$ cat config.mk
export PLATFORM = sky130hd
export DESIGN_NAME = fifo_stream_reader
export DESIGN_NICKNAME = d
export VERILOG_FILES = /design/src/rtl/fifo_stream_reader.sv
export SDC_FILE = /design/constraint.sdc
export NUM_CORES = 1
export LEC_CHECK = 0
export CAP_MARGIN = 20
export CELL_PAD_IN_SITES_DETAIL_PLACEMENT = 2
export CELL_PAD_IN_SITES_GLOBAL_PLACEMENT = 2
export CORE_MARGIN = 1
export CORE_UTILIZATION = 29
export DETAILED_ROUTE_END_ITERATION = 7
export PLACE_DENSITY_LB_ADDON = 0.2
export SETUP_SLACK_MARGIN = 0.2
export SLEW_MARGIN = 20
export SYNTH_ARGS = -nofsm -noshare
export SYNTH_HDL_FRONTEND = slang
export SYNTH_SLANG_ARGS = --single-unit
$ cat constraint.sdc
create_clock -name clk -period 2.15 [get_ports clk]
set_input_delay 0.43 -clock clk [delete_from_list [all_inputs] [get_ports clk]]
set_output_delay 0.43 -clock clk [all_outputs]
set_load 0.02 [all_outputs]
$ cat src/rtl/fifo_stream_reader.sv
// Drain side of the 8x8 synchronous FIFO: issues only safe reads against the stale
// status flags, absorbs the read latency in a 2-entry buffer, and frames bursts.
module fifo_stream_reader #(
    parameter int DATA_WIDTH = 8,
    parameter int BURST_LEN  = 4,
    parameter int PKT_CNT_W  = 16
) (
    input  logic                  clk,
    input  logic                  rst,
    input  logic                  en,
    output logic                  fifo_re,
    input  logic [DATA_WIDTH-1:0] fifo_rdata,
    input  logic                  fifo_empty,
    input  logic                  fifo_almost_empty,
    output logic                  m_valid,
    input  logic                  m_ready,
    output logic [DATA_WIDTH-1:0] m_data,
    output logic                  m_last,
    output logic [PKT_CNT_W-1:0]  pkt_count,
    output logic                  busy
);
    localparam int BEAT_W = (BURST_LEN > 1) ? $clog2(BURST_LEN) : 1;
    localparam logic [BEAT_W-1:0] LAST_BEAT = BEAT_W'(BURST_LEN - 1);

    logic                  rd_pend_q, rd_pend_d;
    logic [1:0]            occ_q, occ_d;
    logic [DATA_WIDTH-1:0] buf0_q, buf0_d;
    logic [DATA_WIDTH-1:0] buf1_q, buf1_d;
    logic [BEAT_W-1:0]     beat_cnt_q, beat_cnt_d;
    logic [PKT_CNT_W-1:0]  pkt_count_q, pkt_count_d;
    logic                  pop;
    logic                  push;
    logic                  read_safe;
    logic                  space_ok;

    assign m_valid   = (occ_q != 2'd0);
    assign m_data    = buf0_q;
    assign m_last    = m_valid && (beat_cnt_q == LAST_BEAT);
    assign pkt_count = pkt_count_q;
    assign busy      = rd_pend_q || m_valid;

    always_comb begin
        pop  = m_valid && m_ready;
        push = rd_pend_q;

        // Flags do not yet reflect last cycle's read, so near empty only read after an idle cycle.
        read_safe = !fifo_almost_empty || (!fifo_empty && !rd_pend_q);
        space_ok  = ({1'b0, occ_q} + {2'b00, rd_pend_q}) < (3'd2 + {2'b00, pop});
        fifo_re   = !rst && en && read_safe && space_ok;
        rd_pend_d = fifo_re;

        occ_d  = occ_q;
        buf0_d = buf0_q;
        buf1_d = buf1_q;
        case ({push, pop})
            2'b10: begin
                if (occ_q == 2'd0) begin
                    buf0_d = fifo_rdata;
                end else begin
                    buf1_d = fifo_rdata;
                end
                occ_d = occ_q + 2'd1;
            end
            2'b01: begin
                buf0_d = buf1_q;
                occ_d  = occ_q - 2'd1;
            end
            2'b11: begin
                if (occ_q == 2'd1) begin
                    buf0_d = fifo_rdata;
                end else begin
                    buf0_d = buf1_q;
                    buf1_d = fifo_rdata;
                end
            end
            default: ;
        endcase

        beat_cnt_d  = beat_cnt_q;
        pkt_count_d = pkt_count_q;
        if (pop) begin
            if (beat_cnt_q == LAST_BEAT) begin
                beat_cnt_d  = '0;
                pkt_count_d = pkt_count_q + 1'b1;
            end else begin
                beat_cnt_d = beat_cnt_q + 1'b1;
            end
        end
    end

    always_ff @(posedge clk) begin
        if (rst) begin
            rd_pend_q   <= 1'b0;
            occ_q       <= 2'd0;
            buf0_q      <= '0;
            buf1_q      <= '0;
            beat_cnt_q  <= '0;
            pkt_count_q <= '0;
        end else begin
            rd_pend_q   <= rd_pend_d;
            occ_q       <= occ_d;
            buf0_q      <= buf0_d;
            buf1_q      <= buf1_d;
            beat_cnt_q  <= beat_cnt_d;
            pkt_count_q <= pkt_count_d;
        end
    end
endmodule

==> run metrics <==
Starting Density=a little under a third; CP Data Required Time=1720 ps; Critical R2R Launch=occ_q[0]; Clock Power Share=23.5%; distinct cell type count after synthesis=35; Synth Area in Simple Gates=~28%; mux cell area share after synthesis=roughly 8.1%; num ports=42; initial drt markers=35; internal power=1630 uW; Pre-Repair DR Iteration Count=4; Power Density=960 nW/um^2; clk buf depth=2; minimum clock period=slightly below 2000 ps; DP HPWL=approximately 3600 um; xor/xnor share of the synthesized area=a little under 4%; Worst-path clk slew=approximately 70 ps; die height=slightly above 80 um; NetSw=approximately 840 uW; Worst Skew=7.84 ps; CTS tree=done; vias per cell=4.96; Max Fclk=0.514 GHz; total gr overflow=0; Finished Cell Area=2570 um^2; slowest stage delay, CP=370 ps; Min-Delay Path Depth=2; R2R Path End=pkt_count[15]; Port Buf Inserts=approximately 40; vias in the first global route=1,707; Die X=80.4 um; Antenna diodes=0; layout cells sized above 1=18.9%; synthesized area per cell=9.06 um^2; status=complete, no violations; commonest non-fill, non-tap cell in the layout=clkdlybuf4s50_1; max-slew violations=0; Routed Antenna Nets=0; commonest cells after routing, fill and taps aside=36 x clkdlybuf4s50_1, 35 x dfxtp_1, 32 x nor2_1; Mapped Nets=219; RSZ-0062 raised after global routing=yes; Die ar.=6470 um^2; compound-cell area share of the yosys netlist=under 10%; clock sink count=37; Util after Layout=43.5%; # setup viols final=0; Finished Layout Cells=334; Critical-path top delay cell=dfxtp_2; fin nets=281; gr usage total=16.9%; Hold WC Path Type=reg2reg; reg2reg setup slack=240 ps; fraction of registers with async set/reset=0%; H-tree Lvls=2; clock latency on the worst-skew pair=280 ps; Total Neg Setup Slack=0 ps; Adder-Cell Fraction of Synth Area=approximately 5.6%; Pwr Total=around 2500 uW; post-synth top area share=41.5%; max_cap viols=0; beginning of the worst hold path=buf1_q[0]; sw frac=34.1%; largest net degree at the start of global routing=41; Worst VDD drop=0.460 mV; CP endpoint kind=primary output; Crit path max-delay family=flip-flops; DR vias=1,655; Comb pwr share=42.6%; CP Launch Type=flip-flop; first-pass GRT wire length=~8300 um; Seq/Total Area, Yosys=41.5%; synth warn=0; DR DRC count=0; Sequential Power Share=33.9%; Post-Route WL=4960 um; Slew HR=71.2%; #FFs+latches synth=37; number of synthesized flops with an enable pin=0; mapped cell area=about 1800 um^2; Cell Count Post-Placement=322; total buffers and inverters traversed by the critical path=2; critical path peak fanout=3; CP Cell Sequence=inv_2 > ha_4 > nand2b_4 > o21ai_2 > and4_1 > buf_6; GPL Wtd Cong=0.806; Core ar.=5920 um^2; dominant cell type by area after synthesis=dfxtp_1; Pleak=0.00104 uW; WS Path Type=reg2out; CTS root buf=clkbuf_8; CTS Buf Count=5; initial antenna violation count=0; row cnt=28; number of fill cells=~670; placed cell area=2390 um^2; Hold Path End=m_data[0]; Top FF cell, synth=dfxtp_1; cells after synthesis=197; Worst Max-Slew Pin Slew=422 ps; largest family of logic cells by synthesized area=simple AND/OR/NAND/NOR gates; top cells by area, synth=dfxtp_1 42%, nor2_1 6.9%, mux2i_1 6.2%, ha_1 5.6%, a311oi_1 3.9%; CP arrival=1520 ps; Worst R2R Path Depth=7; Final Hold Viols=0; routed len/inst=14.9 um; area grow syn2layout=44.3%; crit share post-route=90.5%
==> registers in the layout, summed over array words and instances, names as in the netlist <==
name,flops
buf1_q,8
beat_cnt_q,2
pkt_count,16
occ_q,2
push,1
m_data,8
==> worst min-delay path: stages (launching register included) <==
cell,delay [ps]
dfxtp_1,310
nand3_1,60
a311oi_1,80
==> synthesized netlist by cell type (2+ instances only) <==
| master | instances |
|---|---|
| nand2b_1 | 2 |
| nand4_1 | 3 |
| nor2_1 | 33 |
| inv_1 | 6 |
| a311oi_1 | 8 |
| nor2b_1 | 4 |
| nand2_1 | 18 |
| o21ai_0 | 6 |
| mux2i_1 | 11 |
| xnor2_1 | 4 |
| dfxtp_1 | 37 |
| mux2_1 | 2 |
| ha_1 | 8 |
| and4_1 | 4 |
| nor3_1 | 4 |
| or3_1 | 4 |
| a21oi_1 | 6 |
| xor2_1 | 4 |
| nand3_1 | 14 |
| clkbuf_1 | 4 |
==> routing by layer <==
| metal | vias to the layer above | track usage, % | share of wire, % |
|---|---|---|---|
| li1 | 814 | - | - |
| met3 | 5 | 3.64 | 3.8 |
| met5 | - | 0 | 0 |
| met1 | 806 | 21.8 | 47 |
| met2 | 30 | 28.3 | 49 |
| met4 | 0 | 4.82 | 0.83 |
==> cell type report <==
class	instances	area (um^2)	area share (%)
Inverter	6	22.5	0.875
Multi-Input combinational cell	147	1030	40.0
Tap cell	75	93.8	3.64
Timing Repair Buffer	62	581	22.5
Sequential cell	37	743	28.9
Clock buffer	5	68.8	2.67
Clock inverter	2	35.0	1.36
==> cell families (layout without fill, tap and decap cells) <==
logic type      count (synthesis)  in the layout
simple gates                   93             93
buf+inv                        13             75
mux                            14             14
fa+ha+maj                       8              8
compound gates                 24             24
flops                          37             37
xor+xnor                        8              8
==> worst max path at each step <==
stage                         end     start  cells after the start  slack, ps
after floorplan           fifo_re  occ_q[0]                      6        270
after global placement    fifo_re   m_ready                      5       -240
after detailed placement  fifo_re   m_ready                      5       -270
after CTS                 fifo_re  occ_q[0]                      5        170
after global routing      fifo_re  occ_q[0]                      6        120
final                     fifo_re  occ_q[0]                      6        200
==> stage by stage <==
step	hold slack (ps)	worst slack, ps
detailed placement	489	-270
CTS	500	171
global route	525	124
finish	496	204
global placement	473	-245
floorplan	460	268
==> power groups by stage <==
stage | sequential, uW | clock (uW) | combinational, uW
floorplan | 912 | 0 | 459
global placement | 841 | 0 | 935
detailed placement | 846 | 0 | 964
CTS | 832 | 600 | 955
global route | 850 | 626 | 1140
finish | 839 | 580 | 1050
==> repair_timing <==
action,CTS,global route
resized for setup,13,17
setup endpoints to repair,7,7
hold buffers,0,0
setup buffers,2,3
pin swaps,1,4
No activity file was read; power rests on OpenSTA's default activity.
